[src/rtl/fpu_share_arb.sv]
// fpu_share_arb
// Shares one fixed-latency FPU arithmetic unit among NREQ requesters.
// A round-robin grant picks at most one eligible requester per cycle. Its
// operands are registered into the unit, and a {valid, id} tag travels
// alongside the op through a LAT+1 stage pipeline. When the tag leaves the
// last stage, the unit result is captured into that requester's response
// register. The response is held there until the requester accepts it.
//
// Ports
//   clk, rstn           clock (rising edge), async active-low reset
//   req_valid/ready     per-requester issue handshake (ready is one-hot grant)
//   req_x1/x2           packed operands, requester i at [i*W +: W]
//   rsp_valid/ready     per-requester response handshake
//   rsp_y/rsp_ovf       held result and overflow per requester
//   u_valid/u_x1/u_x2   registered issue to the unit
//   u_y/u_ovf           unit result, valid LAT cycles after issue
module fpu_share_arb #(
  parameter int NREQ = 2,
  parameter int LAT  = 0,
  parameter int W    = 32
) (
  input  logic              clk,
  input  logic              rstn,
  input  logic [NREQ-1:0]   req_valid,
  output logic [NREQ-1:0]   req_ready,
  input  logic [NREQ*W-1:0] req_x1,
  input  logic [NREQ*W-1:0] req_x2,
  output logic [NREQ-1:0]   rsp_valid,
  input  logic [NREQ-1:0]   rsp_ready,
  output logic [NREQ*W-1:0] rsp_y,
  output logic [NREQ-1:0]   rsp_ovf,
  output logic              u_valid,
  output logic [W-1:0]      u_x1,
  output logic [W-1:0]      u_x2,
  input  logic [W-1:0]      u_y,
  input  logic              u_ovf
);

  localparam int IDW = (NREQ > 1) ? $clog2(NREQ) : 1;
  localparam logic [IDW-1:0] LAST_ID = IDW'(NREQ - 1);

  logic [NREQ-1:0] inflight;
  logic [NREQ-1:0] busy;
  logic [NREQ-1:0] eligible;
  logic [NREQ-1:0] upper_mask;
  logic [NREQ-1:0] masked;
  logic [NREQ-1:0] pick;
  logic [NREQ-1:0] grant;
  logic [IDW-1:0]  grant_id;
  logic            accept;
  logic [IDW-1:0]  rr_ptr;
  logic [W-1:0]    sel_x1;
  logic [W-1:0]    sel_x2;

  logic            tag_v  [0:LAT];
  logic [IDW-1:0]  tag_id [0:LAT];
  logic            cap_v;
  logic [IDW-1:0]  cap_id;

  // A held response still counts as busy, so a requester cannot be
  // re-granted in the same cycle in which it hands its response back.
  assign busy     = inflight | rsp_valid;
  assign eligible = req_valid & ~busy;

  // Round-robin search: look first at indices at or above the pointer.
  // If none of those is eligible, wrap around to the lowest eligible index.
  always_comb begin
    upper_mask = '0;
    for (int i = 0; i < NREQ; i++) begin
      upper_mask[i] = (IDW'(i) >= rr_ptr);
    end
    masked   = eligible & upper_mask;
    pick     = (|masked) ? masked : eligible;
    grant    = '0;
    grant_id = '0;
    accept   = 1'b0;
    for (int i = 0; i < NREQ; i++) begin
      if (!accept && pick[i]) begin
        accept   = 1'b1;
        grant[i] = 1'b1;
        grant_id = IDW'(i);
      end
    end
  end

  always_comb begin
    sel_x1 = '0;
    sel_x2 = '0;
    for (int i = 0; i < NREQ; i++) begin
      if (grant[i]) begin
        sel_x1 = req_x1[i*W +: W];
        sel_x2 = req_x2[i*W +: W];
      end
    end
  end

  assign req_ready = grant;

  // The last tag stage marks the cycle in which u_y/u_ovf belong to that op.
  assign cap_v  = tag_v[LAT];
  assign cap_id = tag_id[LAT];

  always_ff @(posedge clk or negedge rstn) begin
    if (!rstn) begin
      u_valid <= 1'b0;
      u_x1    <= '0;
      u_x2    <= '0;
      rr_ptr  <= '0;
      for (int s = 0; s <= LAT; s++) begin
        tag_v[s]  <= 1'b0;
        tag_id[s] <= '0;
      end
    end else begin
      u_valid   <= accept;
      tag_v[0]  <= accept;
      tag_id[0] <= grant_id;
      for (int s = 1; s <= LAT; s++) begin
        tag_v[s]  <= tag_v[s-1];
        tag_id[s] <= tag_id[s-1];
      end
      if (accept) begin
        u_x1   <= sel_x1;
        u_x2   <= sel_x2;
        rr_ptr <= (grant_id == LAST_ID) ? '0 : grant_id + 1'b1;
      end
    end
  end

  // For a given requester, capture cannot coincide with a grant or with a
  // handshake, because busy blocks a second issue. The else-branch therefore
  // only handles the independent set/clear events.
  always_ff @(posedge clk or negedge rstn) begin
    if (!rstn) begin
      inflight  <= '0;
      rsp_valid <= '0;
      rsp_y     <= '0;
      rsp_ovf   <= '0;
    end else begin
      for (int i = 0; i < NREQ; i++) begin
        if (cap_v && (cap_id == IDW'(i))) begin
          rsp_valid[i]       <= 1'b1;
          rsp_y[i*W +: W]    <= u_y;
          rsp_ovf[i]         <= u_ovf;
          inflight[i]        <= 1'b0;
        end else begin
          if (rsp_valid[i] && rsp_ready[i]) begin
            rsp_valid[i] <= 1'b0;
          end
          if (grant[i]) begin
            inflight[i] <= 1'b1;
          end
        end
      end
    end
  end

endmodule
[config.mk]
export PLATFORM = sky130hd
export DESIGN_NAME = fpu_share_arb
export DESIGN_NICKNAME = d
export VERILOG_FILES = /design/src/rtl/fpu_share_arb.sv
export SDC_FILE = /design/constraint.sdc
export NUM_CORES = 1
export LEC_CHECK = 0
export CAP_MARGIN = 30
export CORE_MARGIN = 10
export CORE_UTILIZATION = 36
export CTS_BUF_LIST = sky130_fd_sc_hd__clkbuf_16
export DETAILED_ROUTE_END_ITERATION = 6
export PLACE_DENSITY = 0.77
export SLEW_MARGIN = 20
export SYNTH_ARGS = -nofsm -noshare
export SYNTH_HDL_FRONTEND = slang
export SYNTH_SLANG_ARGS = --single-unit
[constraint.sdc]
create_clock -name clk -period 1.4 [get_ports clk]
set_input_delay 0.21 -clock clk [delete_from_list [all_inputs] [get_ports clk]]
set_output_delay 0.21 -clock clk [all_outputs]
set_load 0.03 [all_outputs]
==> run_results.csv, run 1 <==
group,metric,value,unit
floorplan,core,0.0154,sq mm
logic_synthesis,yosys.area.top_type,"dfrtp_1",
timing,hold_viol,0,
clocking,worstSkewPairLatency,0.42,ns
timing,skew,0.0113,ns
timing,period_share,134,%
logic_synthesis,synth.top_cells.by_count,"dfrtp_1, mux2_2, nand3b_1, o221a_1, o221a_2",
critical_path,required,1.19,ns
logic_synthesis,synth_ff_type,"dfrtp_1",
pwr,p_leak,0.00414,uW
detailed_routing,vias,4845,
pwr,ir_drop,0.00103,V
layout,area_growth,74.9,%
timing,worst_pin_slew,0.378,ns
place,dpl.cell_count,884,
logic_synthesis,syn-num-nets,553,
layout,fill_cells,1136,
grt,antenna_found_initial,0,
logic_synthesis,synth-async-reset-ratio,100,%
floorplan,start_util,37.1,%
clocking,clockBufferDepth,2,
clocking,cts_made_buffers,17,
grt,grt_pass1_vias,5538,
place,gp_congestion,0.788,
place,dpl.hpwl,15.5,mm
detailed_routing,initialDrtViolationCount,189,
layout,ff_latch_area,0.00343,sq mm
critical_path,path_max_fanout,3,
logic_synthesis,yosys-top-cells-area,"dfrtp_1, mux2_2, nand3b_1, o221a_1, o221a_2",
logic_synthesis,avgSynthCellArea,14.8,sq um
grt,grtUsageTotal,20.5,%
logic_synthesis,synth.most_common_cell,"dfrtp_1",
logic_synthesis,syn_inst,386,
timing,post-route-min-period,1.87,ns
pwr,power,24700,uW
logic_synthesis,yosysTopAreaCellShare,60.1,%
logic_synthesis,ys_warn_count,0,
pwr,p_per_area,2470,mW/mm^2
detailed_routing,dr.pass1.iters,4,
detailed_routing,via_per_inst,5.18,
timing,rsz0062_at_grt,"true",
timing,relSlewSlack,74.8,%
floorplan,die_h,146,um
logic_synthesis,ys_seq_area_share,60.1,%
layout,final_cells,936,
layout,diodes,0,
critical_path,crit_chain,"or4b_4 > and2_4 > buf_6",
status,status,"finished, violations left",
critical_path,crit_type,"reg -> out",
floorplan,io_pins,302,
grt,grt_pass1_wl,33.7,mm
detailed_routing,post_drt_wl_per_cell,23.6,um
place,io_buffers,301,
floorplan,dieArea,0.0213,sq mm
clocking,cts.sinks,137,
timing,drv_slew,0,
floorplan,num_rows,45,
clocking,cts_tree,"yes",
grt,grt_max_degree,53,
critical_path,critPathMaxStageDelay,0.54,ns
status,violations,"setup timing",
logic_synthesis,synth-edff-count,0,
hold_path,hp-class,"in -> async",
detailed_routing,ant_nets,0,
logic_synthesis,syn_area,0.00571,sq mm
timing,fmax,533,MHz
grt,grt_overflow,0,
critical_path,cp_data_arrival_time,1.66,ns
critical_path,cpMaxStageDelayCell,"or4b_4",
timing,setup_viol,69,
clocking,cts-root-buf,"clkbuf_16",
critical_path,end_kind,"output port",
layout,utilization,65.0,%
layout,finish.net_count,879,
detailed_routing,drc,0,
critical_path,cp-start-kind,"register",
layout,drive_gt1_share,38.3,%
layout,multi_input_area,0.00229,sq mm
detailed_routing,wl,22.1,mm
logic_synthesis,synth-seq-cells,137,
job,drv_cap,0,
timing,setup_ws,-0.475,ns
clocking,clkTransAtPathRegs,0.06,ns
logic_synthesis,synth_cell_type_count,22,
floorplan,die_w,146,um
clocking,htreeDepth,4,
[stage by stage]
stage / TNS (ns) / worst slack (ns) / hold slack, ns / instance area, sq um
after floorplan: -11.93 / -0.234 / -0.0856 / 6010
after global placement: -29.96 / -0.456 / 0.138 / 9310
after detailed placement: -32.23 / -0.519 / 0.142 / 9310
after CTS: -26.63 / -0.497 / 0.271 / 10200
after global routing: -29.50 / -0.526 / 0.305 / 9980
final: -26.15 / -0.475 / 0.276 / 9980
[layout by cell type, fill, tap and decap left out, types with 2 or more instances in the layout]
| cell | count |
|---|---|
| clkdlybuf4s50_1 | 165 |
| dfrtp_1 | 134 |
| mux2_2 | 66 |
| nand3b_1 | 64 |
| clkbuf_2 | 64 |
| o221a_1 | 39 |
| clkdlybuf4s15_2 | 39 |
| clkdlybuf4s15_1 | 26 |
| o221a_4 | 25 |
| buf_4 | 18 |
| clkbuf_16 | 17 |
| buf_12 | 11 |
| inv_1 | 9 |
| buf_6 | 8 |
| buf_16 | 5 |
| bufbuf_16 | 5 |
| clkinvlp_4 | 3 |
| dfrtp_2 | 3 |
| inv_6 | 3 |
| clkinv_2 | 2 |
| clkinv_1 | 2 |
[layout make-up]
cell class | instances | share of cell area, %
repair buffers | 343 | 34.4
flip-flops and latches | 137 | 34.4
multi-input cells | 207 | 22.9
clock buffers | 17 | 4.26
well taps | 211 | 2.64
clock inverters | 15 | 1.13
inverters | 6 | 0.263
[cell families (layout without fill, tap and decap cells)]
family	Yosys count	in the layout	share of synthesized area (%)
AOI/OAI and AO/OA	71	71	13.5
muxes	66	66	13.0
buffers and inverters	42	381	4.21
and+or+nand+nor	70	70	9.23
DFF	137	137	60.1
[report_power, final]
| group | leakage (uW) | switching (uW) | internal, uW |
|---|---|---|---|
| logic | 0.00231 | 7460 | 5950 |
| clock network | 0.000274 | 1660 | 2410 |
| registers | 0.00155 | 1230 | 5970 |
| total | 0.00414 | 10300 | 14300 |
[worst max-delay path, delay by kind of cell (launching register included)]
family / cells / cell delay (ns)
buf+inv: 1 / 0.13
flops: 1 / 0.41
simple gates: 2 / 0.70
[metal layers]
layer  global-route usage, %  vias to the layer above  part of all wire [%]
met5                       0                        -                     0
met4                    7.74                        0                   2.4
met3                    8.13                       34                   7.5
met2                    34.6                      217                    51
met1                    22.8                     2445                    40
li1                        -                     2149                     -
[repair_timing]
item | in CTS | in global routing
gates resized for setup | 291 | 90
cloned | 8 | 0
setup buffers | 8 | 3
setup endpoints to repair | 198 | 149
hold buffers | 1 | 0
endpoints found under the hold margin | 31 | 0
pin swaps | 4 | 2
[sequential cells by signal (all words and copies together), names as in the netlist]
name and flops:
inflight 2, u_x2 32, cap_v 1, rsp_y 64, u_x1 32, rsp_ovf 2
rsp_valid 2, rr_ptr 1, cap_id 1
[worst paths after layout]
kind	from	to	slack, ns	cells after the start
setup / recovery	rsp_valid[0]	req_ready[1]	-0.47	3
hold / removal	rstn	rsp_y[45]	0.28	2
setup reg to reg	rsp_valid[0]	u_x2[10]	-0.47	6
hold reg to reg	rsp_y[10]	rsp_y[10]	0.50	1
max in group asynchronous	rstn	rsp_valid[1]	0.61	3
min in group clk	rsp_ready[1]	rsp_valid[1]	0.37	2
Power figures use the tool's default switching activity.
==> run 2: changes to the inputs <==
--- a/config.mk
+++ b/config.mk
@@ -9,6 +9,7 @@
 export CORE_MARGIN = 10
 export CORE_UTILIZATION = 36
 export CTS_BUF_LIST = sky130_fd_sc_hd__clkbuf_16
+export CTS_CLUSTER_SIZE = 28
 export DETAILED_ROUTE_END_ITERATION = 6
 export PLACE_DENSITY = 0.77
 export SLEW_MARGIN = 20
==> results of run 2 <==
Same layout as run 1: the final DEF is identical, and so are final timing and power.
==> run 3: changes to the inputs <==
--- a/config.mk
+++ b/config.mk
@@ -7,11 +7,11 @@
 export LEC_CHECK = 0
 export CAP_MARGIN = 30
 export CORE_MARGIN = 10
-export CORE_UTILIZATION = 36
+export CORE_UTILIZATION = 35
 export CTS_BUF_LIST = sky130_fd_sc_hd__clkbuf_16
 export CTS_CLUSTER_SIZE = 28
 export DETAILED_ROUTE_END_ITERATION = 6
-export PLACE_DENSITY = 0.77
+export PLACE_DENSITY = 0.76
 export SLEW_MARGIN = 20
 export SYNTH_ARGS = -nofsm -noshare
 export SYNTH_HDL_FRONTEND = slang
==> run_results.csv, run 3 (synthesis results as in run 1) <==
group,metric,value,unit
status,status,"finished, violations left",
status,violations,"setup timing",
floorplan,start_util,35.8,%
timing,hold_viol,0,
critical_path,cp-start-kind,"register",
pwr,p_leak,0.00404,uW
clocking,cts_made_buffers,17,
layout,multi_input_area,0.00228,sq mm
timing,setup_viol,71,
detailed_routing,vias,4754,
grt,antenna_found_initial,2,
timing,relSlewSlack,76.7,%
layout,largest_registers,"rsp_y x64, u_x1 x32, u_x2 x32",
grt,grt_max_degree,40,
place,gp_congestion,0.764,
critical_path,end_kind,"output port",
timing,setup_ws,-0.473,ns
detailed_routing,ant_nets,0,
floorplan,io_pins,302,
timing,period_share,134,%
critical_path,required,1.19,ns
detailed_routing,initialDrtViolationCount,193,
place,io_buffers,301,
critical_path,critPathMaxStageDelay,0.54,ns
layout,area_growth,74.4,%
critical_path,cpMaxStageDelayCell,"or4b_4",
detailed_routing,dr.pass1.iters,4,
floorplan,die_h,148,um
floorplan,num_rows,46,
detailed_routing,via_per_inst,5.08,
clocking,cts_tree,"yes",
floorplan,die_w,148,um
floorplan,core,0.0159,sq mm
detailed_routing,post_drt_wl_per_cell,23.1,um
timing,drv_slew,0,
grt,grt_overflow,0,
critical_path,cp_data_arrival_time,1.66,ns
critical_path,path_max_fanout,4,
clocking,worstSkewPairLatency,0.41,ns
critical_path,timing.rr.end,"u_x2[4]",
grt,grt_pass1_wl,32.6,mm
layout,final_common_cell,"clkdlybuf4s50_1",
clocking,htreeDepth,4,
layout,ff_latch_area,0.00343,sq mm
hold_path,hp-class,"in -> async",
floorplan,dieArea,0.0218,sq mm
pwr,p_per_area,2470,mW/mm^2
layout,fill_cells,1224,
critical_path,crit_chain,"or4b_4 > and2_4 > buf_6",
place,placed_cell_area,0.00940,sq mm
critical_path,rrSetupSlack,-0.30,ns
grt,grt_pass1_vias,5489,
timing,post-route-min-period,1.87,ns
detailed_routing,wl,21.6,mm
layout,largest_reg_flops,64,
critical_path,cp.buffers_inverters,1,
timing,worst_pin_slew,0.350,ns
clocking,clockBufferDepth,2,
timing,fmax,534,MHz
place,dpl.hpwl,15.9,mm
layout,most-common-layout-cells,"clkdlybuf4s50_1, dfrtp_1, mux2_2",
grt,grtUsageTotal,19.3,%
layout,fin_area,0.00995,sq mm
detailed_routing,drc,0,
place,dp_slack,-0.519,ns
pwr,ir_drop,0.00102,V
layout,finish.net_count,873,
critical_path,reg2reg_from,"rsp_valid[0]",
critical_path,crit_type,"reg -> out",
clocking,cts.sinks,137,
critical_path,r2r_cells,5,
layout,drive_gt1_share,35.3,%
clocking,clkTransAtPathRegs,0.06,ns
layout,regMostFlops,"rsp_y",
job,drv_cap,0,
timing,rsz0062_at_grt,"true",
critical_path,crit_family,"simple AND/OR/NAND/NOR gates",
timing,skew,0.00882,ns
clocking,cts-root-buf,"clkbuf_16",
[run 3: routing by layer]
layer,routed length [um],vias to the layer above,track usage (%)
met5,13,-,0
met4,342,2,6.00
met3,1700,22,7.05
met2,10800,216,32.6
met1,8700,2379,22.3
li1,-,2135,-
[run 3: worst max-delay path by stage]
stage                 startpoint            to  slack [ns]  cells past startpoint
floorplan           rsp_valid[0]  req_ready[1]       -0.23                      4
CTS                  inflight[1]  req_ready[0]       -0.51                      5
global placement    req_valid[1]      u_x2[22]       -0.49                      5
detailed placement  req_valid[1]      u_x2[15]       -0.52                      5
global route        rsp_valid[0]  req_ready[1]       -0.52                      3
finish              rsp_valid[0]  req_ready[1]       -0.47                      3
[run 3: report_power, final]
| group | internal (uW) | switching, uW |
|---|---|---|
| Combinational | 5840 | 7330 |
| Sequential | 5970 | 1320 |
| Clock | 2440 | 1730 |
| Total | 14300 | 10400 |
[run 3: what timing repair did]
item / CTS / global route
gates resized for setup: 250 / 92
setup buffers: 5 / 3
hold buffers: 1 / 0
gates cloned: 2 / 2
hold endpoints to repair: 29 / 0
pin swaps: 6 / 1
endpoints found under the setup margin: 194 / 154
[run 3: layout make-up]
type / instances / share of cell area (%)
inverters: 6 / 0.264
clock buffers: 17 / 4.27
well taps: 216 / 2.72
multi-input cells: 207 / 23.0
diodes: 1 / 0.0251
clock inverters: 15 / 1.29
repair buffers: 337 / 34.0
flip-flops and latches: 137 / 34.5
[run 3: worst register-to-register path, stage by stage (launching register included)]
cell and delay [ns]:
dfrtp_2 0.42, or4b_4 0.54, buf_4 0.21, clkbuf_16 0.19
nand3b_1 0.10, o221a_1 0.18
[run 3: through the flow]
stage               util, %  cells  TNS [ns]  power (uW)  hold WS [ns]
floorplan                 -    386    -11.93       15100       -0.0856
global placement       58.9    891    -32.00       21000         0.125
detailed placement     58.9    891    -33.06       21300         0.132
CTS                    63.2    931    -24.13       24900         0.272
global route           62.4    935    -22.70       25800         0.278
finish                 62.4    936    -18.55       24600         0.272
